--- config.mk ---
export PLATFORM = sky130hd
export DESIGN_NAME = parity_arbiter_flat
export DESIGN_NICKNAME = d
export VERILOG_FILES = /design/src/rtl/parity_arbiter_if.sv /design/src/rtl/parity_arbiter.sv /design/src/flat_wrapper.sv
export SDC_FILE = /design/constraint.sdc
export NUM_CORES = 1
export LEC_CHECK = 0
export CORE_MARGIN = 2
export CORE_UTILIZATION = 35
export CTS_CLUSTER_SIZE = 30
export DETAILED_ROUTE_END_ITERATION = 8
export GPL_ROUTABILITY_DRIVEN = 0
export PLACE_DENSITY_LB_ADDON = 0.1
export SLEW_MARGIN = 10
export SYNTH_ARGS = -nofsm -noshare
export SYNTH_HDL_FRONTEND = slang
export SYNTH_SLANG_ARGS = --single-unit
--- constraint.sdc ---
create_clock -name clk -period 4.2 [get_ports clk]
set_input_delay 0.84 -clock clk [delete_from_list [all_inputs] [get_ports clk]]
set_output_delay 0.84 -clock clk [all_outputs]
set_load 0.1 [all_outputs]
--- src/rtl/parity_arbiter_if.sv ---
// Requester-side and downstream-side signals of the parity arbiter.
// The arbiter attaches through the slave modport; the environment drives through master.
interface parity_arbiter_if #(
  parameter int N = 4,
  parameter int W = 6
);
  localparam int ID_W = (N > 1) ? $clog2(N) : 1;

  logic [N-1:0]    req_valid;
  logic [N*W-1:0]  req_data;
  logic [N-1:0]    req_ready;
  logic            out_valid;
  logic            out_ready;
  logic [ID_W-1:0] out_id;
  logic [W-1:0]    out_data;
  logic [1:0]      out_par;
  logic [7:0]      err_cnt;

  modport slave (
    input  req_valid, req_data, out_ready,
    output req_ready, out_valid, out_id, out_data, out_par, err_cnt
  );

  modport master (
    output req_valid, req_data, out_ready,
    input  req_ready, out_valid, out_id, out_data, out_par, err_cnt
  );
endinterface

--- src/rtl/parity_arbiter.sv ---
// Round-robin arbiter feeding a shared parity checker into a one-entry output stage,
// with a saturating count of accepted odd-parity words.
module parity_arbiter #(
  parameter int N = 4,
  parameter int W = 6
) (
  input  logic           clk,
  input  logic           rst,
  parity_arbiter_if.slave bus
);
  localparam int ID_W = (N > 1) ? $clog2(N) : 1;

  typedef enum logic {
    EMPTY = 1'b0,
    FULL  = 1'b1
  } state_e;

  state_e          state_q, state_d;
  logic [ID_W-1:0] ptr_q, ptr_d;
  logic [ID_W-1:0] id_q, id_d;
  logic [W-1:0]    data_q, data_d;
  logic [1:0]      par_q, par_d;
  logic [7:0]      err_q, err_d;

  logic            accept;
  logic            found;
  logic            grant;
  logic [ID_W-1:0] gnt_idx;
  logic [W-1:0]    gnt_word;

  // The stage can take a word when empty or when its current result leaves this cycle.
  assign accept = !rst && (state_q == EMPTY || bus.out_ready);

  // Walk the requesters starting at ptr, wrapping at N, and take the first valid one.
  always_comb begin
    logic [ID_W:0] sum;
    found   = 1'b0;
    gnt_idx = '0;
    sum     = '0;
    for (int k = 0; k < N; k++) begin
      sum = {1'b0, ptr_q} + (ID_W+1)'(k);
      if (sum >= (ID_W+1)'(N)) sum = sum - (ID_W+1)'(N);
      if (!found && bus.req_valid[sum[ID_W-1:0]]) begin
        found   = 1'b1;
        gnt_idx = sum[ID_W-1:0];
      end
    end
  end

  assign grant    = accept && found;
  assign gnt_word = bus.req_data[gnt_idx*W +: W];

  always_comb begin
    bus.req_ready = '0;
    if (grant) bus.req_ready[gnt_idx] = 1'b1;
  end

  // NOTE: every next-state signal gets its hold value first so no path leaves it unassigned (no latches).
  always_comb begin
    state_d = state_q;
    ptr_d   = ptr_q;
    id_d    = id_q;
    data_d  = data_q;
    par_d   = par_q;
    err_d   = err_q;
    if (grant) begin
      state_d = FULL;
      id_d    = gnt_idx;
      data_d  = gnt_word;
      par_d   = {~^gnt_word, ^gnt_word};
      ptr_d   = (gnt_idx == ID_W'(N-1)) ? '0 : gnt_idx + 1'b1;
      if (^gnt_word && err_q != 8'hFF) err_d = err_q + 8'd1;
    end else if (state_q == FULL && bus.out_ready) begin
      state_d = EMPTY;
    end
  end

  // NOTE: state registers use non-blocking assignments so every flop samples pre-edge values.
  always_ff @(posedge clk) begin
    if (rst) begin
      state_q <= EMPTY;
      ptr_q   <= '0;
      id_q    <= '0;
      data_q  <= '0;
      par_q   <= 2'b00;
      err_q   <= '0;
    end else begin
      state_q <= state_d;
      ptr_q   <= ptr_d;
      id_q    <= id_d;
      data_q  <= data_d;
      par_q   <= par_d;
      err_q   <= err_d;
    end
  end

  assign bus.out_valid = (state_q == FULL);
  assign bus.out_id    = id_q;
  assign bus.out_data  = data_q;
  assign bus.out_par   = par_q;
  assign bus.err_cnt   = err_q;
endmodule

--- src/flat_wrapper.sv ---
// flat-port wrapper written by rule: the top's interface ports become plain ports
module parity_arbiter_flat 
#(
  parameter int N = 4,
  parameter int W = 6
)
  (clk, rst, bus_req_valid, bus_req_data, bus_out_ready, bus_req_ready, bus_out_valid, bus_out_id, bus_out_data, bus_out_par, bus_err_cnt);
  parity_arbiter_if #(.N(N), .W(W)) bus_i ();
  input  logic clk;
  input  logic rst;
  input wire logic [$bits(bus_i.req_valid)-1:0] bus_req_valid;
  input wire logic [$bits(bus_i.req_data)-1:0] bus_req_data;
  input wire logic [$bits(bus_i.out_ready)-1:0] bus_out_ready;
  output wire logic [$bits(bus_i.req_ready)-1:0] bus_req_ready;
  output wire logic [$bits(bus_i.out_valid)-1:0] bus_out_valid;
  output wire logic [$bits(bus_i.out_id)-1:0] bus_out_id;
  output wire logic [$bits(bus_i.out_data)-1:0] bus_out_data;
  output wire logic [$bits(bus_i.out_par)-1:0] bus_out_par;
  output wire logic [$bits(bus_i.err_cnt)-1:0] bus_err_cnt;
  assign bus_i.req_valid = bus_req_valid;
  assign bus_i.req_data = bus_req_data;
  assign bus_i.out_ready = bus_out_ready;
  assign bus_req_ready = bus_i.req_ready;
  assign bus_out_valid = bus_i.out_valid;
  assign bus_out_id = bus_i.out_id;
  assign bus_out_data = bus_i.out_data;
  assign bus_out_par = bus_i.out_par;
  assign bus_err_cnt = bus_i.err_cnt;
  parity_arbiter #(.N(N), .W(W)) u_core (.clk(clk), .rst(rst), .bus(bus_i));
endmodule
======== Word level (Yosys, flattened, before mapping) ========
Index checks and enable logic that the tools add are counted.
cells by class
  shift-type cells ........................ 1
  equality and inequality tests ........... 2
  multiply operators ...................... 1
  $add $sub $neg .......................... 9
  bitwise logic cells ..................... 1
  order comparisons ....................... 10
  multiplexer cells ....................... 26
  reduce and logical (&&, ||, !) cells .... 17
operator list
  cell                                                                number
  indexed part select 24 x 6 -> 6 bit                                 1
  two-way mux 2 bit                                                   9
  < comparator 2 x 3 -> 1 bit (second input constant)                 5
  two-way mux 1 bit                                                   11
  greater-or-equal comparator 3 bit (second input constant)           3
  adder 8 x 1 -> 8 bit (second input constant)                        1
  binary-select mux 1 bit (select 2 bit)                              4
  logical AND 1 bit                                                   8
  != test 8 bit (second input constant)                               1
  subtractor 2 x 1 -> 2 bit (second input constant)                   4
  adder 2 x 2 -> 3 bit (second input constant)                        2
  XNOR reduction 6 bit                                                1
  parity 6 bit                                                        1
  zero test 1 bit                                                     4
  multiplier 2 x 2 -> 4 bit (second input constant)                   1
  two-way mux 4 bit                                                   1
  adder 2 x 1 -> 3 bit (second input constant)                        1
  greater-or-equal comparator 2 x 3 -> 1 bit (second input constant)  1
  adder 2 x 1 -> 2 bit (second input constant)                        1
  demux 1 bit (select 2 bit)                                          1
  equality test 2 bit (second input constant)                         1
  greater-or-equal comparator 2 x 1 -> 1 bit (second input constant)  1
  AND reduction 2 bit                                                 1
  nonzero test 2 bit                                                  1
  2 further kinds                                                     2
word-level totals
  input port bits ......................... 31
  flip-flop bits (word level) ............. 21
  output and inout port bits .............. 23
  logic and storage cells ................. 73

======== Depth between registers and ports, before layout ========
Gate-level depths: netlist of run 1.
  depth after elaboration ................. 19
  depth in mapped cells ................... 11
  gate-level depth less buffers ........... 9

======== Worst setup path after synthesis of run 1 ========
Ideal clock, no wire load.
  path kind ............................... input -> output
  start ................................... input port bus_req_valid[2]
  end ..................................... output port bus_req_ready[1]
  required time ........................... 3360 ps
  buffers on the path ..................... 0
  path slack .............................. 830 ps
  data arrival time ....................... 2530 ps
  stages on the path ...................... 5
  cells stage by stage .................... nor2b_4 -> or4b_4 -> nand2_4 -> ha_1 -> and2_1
on the way
  longest elaborated chain between the ends .. 17
  elaborated cells between the ends (all ways) .. 29
  classes of those cells .................. 2 x order compare; 19 x mux; 8 x reduce/logical
RTL lines
  item                                                                                                                    line                  text
  from (decl)                                                                                                             flat_wrapper.sv:11    input wire logic [$bits(bus_i.req_valid)-1:0] bus_req_valid;
  binary-select mux 1 bit (select 2 bit)                                                                                  parity_arbiter.sv:43  if (!found && bus.req_valid[sum[ID_W-1:0]]) begin
  two-way mux 1 bit (implied by the code)                                                                                 parity_arbiter.sv:43
  two-way mux 1 bit                                                                                                       parity_arbiter.sv:43
  zero test 1 bit                                                                                                         parity_arbiter.sv:43
  logical AND 1 bit                                                                                                       parity_arbiter.sv:43
  two-way mux 1 bit                                                                                                       parity_arbiter.sv:43
  zero test 1 bit                                                                                                         parity_arbiter.sv:43
  logical AND 1 bit                                                                                                       parity_arbiter.sv:43
  (+2 left out)                                                                                                           --
  logical AND 1 bit                                                                                                       parity_arbiter.sv:43
  two-way mux 2 bit *                                                                                                     parity_arbiter.sv:43
  net u_core.gnt_idx[0]                                                                                                   parity_arbiter.sv:28  logic [ID_W-1:0] gnt_idx;
  < comparator 2 x 3 -> 1 bit (implied by the code) / greater-or-equal comparator 2 x 1 -> 1 bit (equally long branches)  parity_arbiter.sv:55  if (grant) bus.req_ready[gnt_idx] = 1'b1;
  logical AND 1 bit (implied by the code)                                                                                 parity_arbiter.sv:55
  two-way mux 1 bit (implied by the code)                                                                                 parity_arbiter.sv:55
  demux 1 bit (select 2 bit) *                                                                                            --
  two-way mux 4 bit *                                                                                                     parity_arbiter.sv:55
  to (decl)                                                                                                               flat_wrapper.sv:14    output wire logic [$bits(bus_i.req_ready)-1:0] bus_req_ready;
Mark *: on every way through the listed nets, which the timed path passes. The rest lies on a longest branch. The select of a mux whose other input is x is not followed.

======== Worst setup path after layout of run 1 ========
  start ................................... input port bus_req_valid[1]
  end ..................................... output port bus_req_ready[0]
Same word-level chain as after synthesis.

==> results of run 1 <==
[stage by stage]
stage / utilization (%) / total power [µW] / hold slack [ns] / instance area [µm²] / setup slack [ns]
floorplan: - / 866 / 0.523 / 1580 / 0.830
global placement: 50.5 / 1020 / 0.451 / 2200 / 0.295
detailed placement: 50.5 / 1020 / 0.453 / 2200 / 0.225
CTS: 51.6 / 1160 / 0.473 / 2250 / 0.476
global route: 51.6 / 1210 / 0.494 / 2250 / 0.304
finish: 51.6 / 1150 / 0.472 / 2250 / 0.473
[how the worst max path moves through the flow]
stage                           from                     to  slack, ns  depth (start not counted)
CTS                 bus_req_valid[1]       bus_req_ready[2]       0.48                          8
global placement    bus_req_valid[1]  u_core.bus.err_cnt[3]       0.30                          9
finish              bus_req_valid[1]       bus_req_ready[0]       0.47                          8
floorplan           bus_req_valid[2]       bus_req_ready[1]       0.83                          5
detailed placement  bus_req_valid[1]  u_core.bus.err_cnt[3]       0.22                          9
global route        bus_req_valid[1]  u_core.bus.err_cnt[6]       0.30                          9
[worst max-delay path: stages]
cell and delay [ns]:
clkdlybuf4s50_1 0.54, nor2_2 0.11, or4b_4 0.62, nand2_4 0.16, inv_1 0.09, ha_1 0.19, and2_1 0.16, buf_12 0.17
[layer usage]
| layer | part of all wire, % | up-vias | global-route usage (%) |
|---|---|---|---|
| met5 | 0 | - | 0 |
| met4 | 1.0 | 0 | 2.94 |
| met3 | 4.7 | 4 | 4.36 |
| met2 | 47 | 36 | 28.7 |
| met1 | 47 | 719 | 23.2 |
| li1 | - | 822 | - |
[layout make-up]
type                            instances  area (µm²)  area share [%]
Inverter                                3        11.3           0.501
Tap cell                               52        65.1            2.90
Timing Repair Buffer                   56         593            26.4
Clock inverter                          1        5.00           0.223
Multi-Input combinational cell        163        1110            49.4
Sequential cell                        21         420            18.7
Clock buffer                            3        41.3            1.84
[sequential cells by signal, indices dropped and copies added (netlist names)]
register and count:
u_core.bus.err_cnt 8, u_core.bus.out_data 6, u_core.bus.out_id 2, u_core.bus.out_par 2
u_core.ptr_q 2, u_core.bus.out_valid 1
[cell families (layout without fill, tap and decap cells)]
kind of cell | count (synthesis) | count (layout) | synth area share, %
XOR/XNOR | 3 | 3 | 2.53
AO/OA/AOI/OAI | 39 | 39 | 16.9
buffers and inverters | 11 | 63 | 3.32
AND/OR/NAND/NOR | 101 | 101 | 36.8
adder cells (fa/ha/maj) | 5 | 5 | 3.95
flip-flops | 21 | 21 | 26.5
multiplexers | 15 | 15 | 9.95
[layout by cell type, fill, tap and decap left out, types with 2 or more instances in the layout]
cell type        count
a211oi_2             2
o21ai_0             13
buf_4                3
or3_1                2
a22o_1               2
xnor2_1              2
nor2_1              11
clkbuf_8             3
nand2_1             16
nor4_1               3
a21oi_1              7
o211ai_1             2
clkdlybuf4s50_1     49
buf_12               4
a221oi_1             2
nor2b_1              8
dfxtp_1             21
nor3_1               6
a211oi_1             2
mux2i_1             11
and3_1               5
and2_1               4
nand2b_1             6
ha_1                 5
nor3b_1              2
inv_1                2
nand3b_1             8
mux2_1               3
a32oi_1              2
o31ai_1              2
nand3_1             21
[power by group]
part           switching (µW)  total, µW  internal (µW)
Clock                    70.8        137           66.2
Sequential               29.8        264            234
Combinational             489        746            257
==> impl_metrics.json, run 1 <==
{
  "status": "finished clean",
  "num_vias": 1581,
  "cp-start-kind": "input port",
  "reg2reg_slack_ns": 1.25,
  "grt_start_max_net_pins": 26,
  "async_flop_share_pct": 0,
  "rsz0062_at_grt": "no",
  "dpl.hpwl_um": 3250,
  "synthTopCellsByArea": "dfxtp_1, mux2i_1, nand3_1",
  "drc": 0,
  "min_period_ns": 3.73,
  "critPathCaptureType": "output pin",
  "io_buffers": 53,
  "setup_viol": 0,
  "synth_cell_type_count": 47,
  "max_freq_mhz": 268,
  "cts_tree": "yes",
  "seq_area_frac_synth_pct": 26.5,
  "final_cells": 299,
  "slew_headroom_pct": 34.6,
  "vdd_drop_max_uv": 368,
  "synth_nets": 231,
  "cts.reportedPaths.clkPinSlew_ns": 0.08,
  "viasPerCell": 5.29,
  "power_leakage_uw": 0.000887,
  "route.antenna.remaining_nets": 0,
  "yosys_warnings": 0,
  "nFillCells": 434,
  "worstMarginPinSlew_ns": 0.978,
  "syn_area_um2": 1580,
  "syn_to_final_growth_pct": 41.9,
  "dr.pass1.iters": 4,
  "period_share_pct": 88.7,
  "die_area_um2": 5080,
  "min_path_type": "register to register",
  "ctsResizeCount": 0,
  "synth-edff-count": 0,
  "die_y_um": 71.3,
  "crit_fanout": 13,
  "row_count": 24,
  "grt_usage_pct": 17.3,
  "wl_um": 4240,
  "power_density_nw_per_um2": 510,
  "yosys.area.top_type": "dfxtp_1",
  "worstHoldStart": "u_core.bus.out_data[1]",
  "cts.path.max_buffers": 2,
  "grt_pass1_wl_um": 7070,
  "reg2reg_to": "u_core.bus.err_cnt[3]",
  "synth-main-ff-cell": "dfxtp_1",
  "required_ns": 3.36,
  "avgSynthCellArea_um2": 8.12,
  "hold_depth": 2,
  "ys_ff_latch": 21,
  "antenna_found_initial": 0,
  "clock-sinks": 21,
  "clk_latency_ns": 0.26,
  "cts_setup_buffers": 0,
  "cts-root-buf": "clkbuf_8",
  "hold_path_end": "u_core.bus.out_data[1]",
  "wire_per_inst_um": 14.2,
  "htree_levels": 1,
  "diodes": 0,
  "drt_iter0_drc": 77,
  "hold_violations": 0,
  "ios": 54,
  "cts_buffers": 3,
  "initial_core_util_pct": 36.4,
  "synthCells": 195,
  "core_um2": 4350,
  "critical_path_class": "input port to output pin",
  "final_max_slew_viol_count": 0,
  "overflow": 0,
  "crit_arrival_ns": 2.89,
  "final_nets": 284,
  "synth_top_area_share_pct": 26.5,
  "rr_worst_depth": 8,
  "final.setup.tns_ns": 0,
  "r2r-start": "u_core.ptr_q[0]",
  "drive_gt1_share_pct": 10.1,
  "clock_skew_ns": 0.000605,
  "cap_violations": 0,
  "die_w_um": 71.3,
  "synthTopCellsByCount": "dfxtp_1, nand3_1, nand2_1",
  "grt_pass1_vias": 1485,
  "cts_hold_buffers": 0,
  "dpl.cell_count": 295
}
(Power assumes the default switching activity.)
==> run 2, diff against run 1 <==
Settings changed: CAP_MARGIN set to 20, SKIP_CTS_REPAIR_TIMING set to 1.
==> results of run 2 <==
No change in the layout: final DEF, timing and power equal those of run 1.
==> run 3, diff against run 2 <==
Settings changed: CAP_MARGIN 20 to 15, CTS_CLUSTER_DIAMETER set to 100.
==> results of run 3 <==
No change in the layout: final DEF, timing and power equal those of run 1.
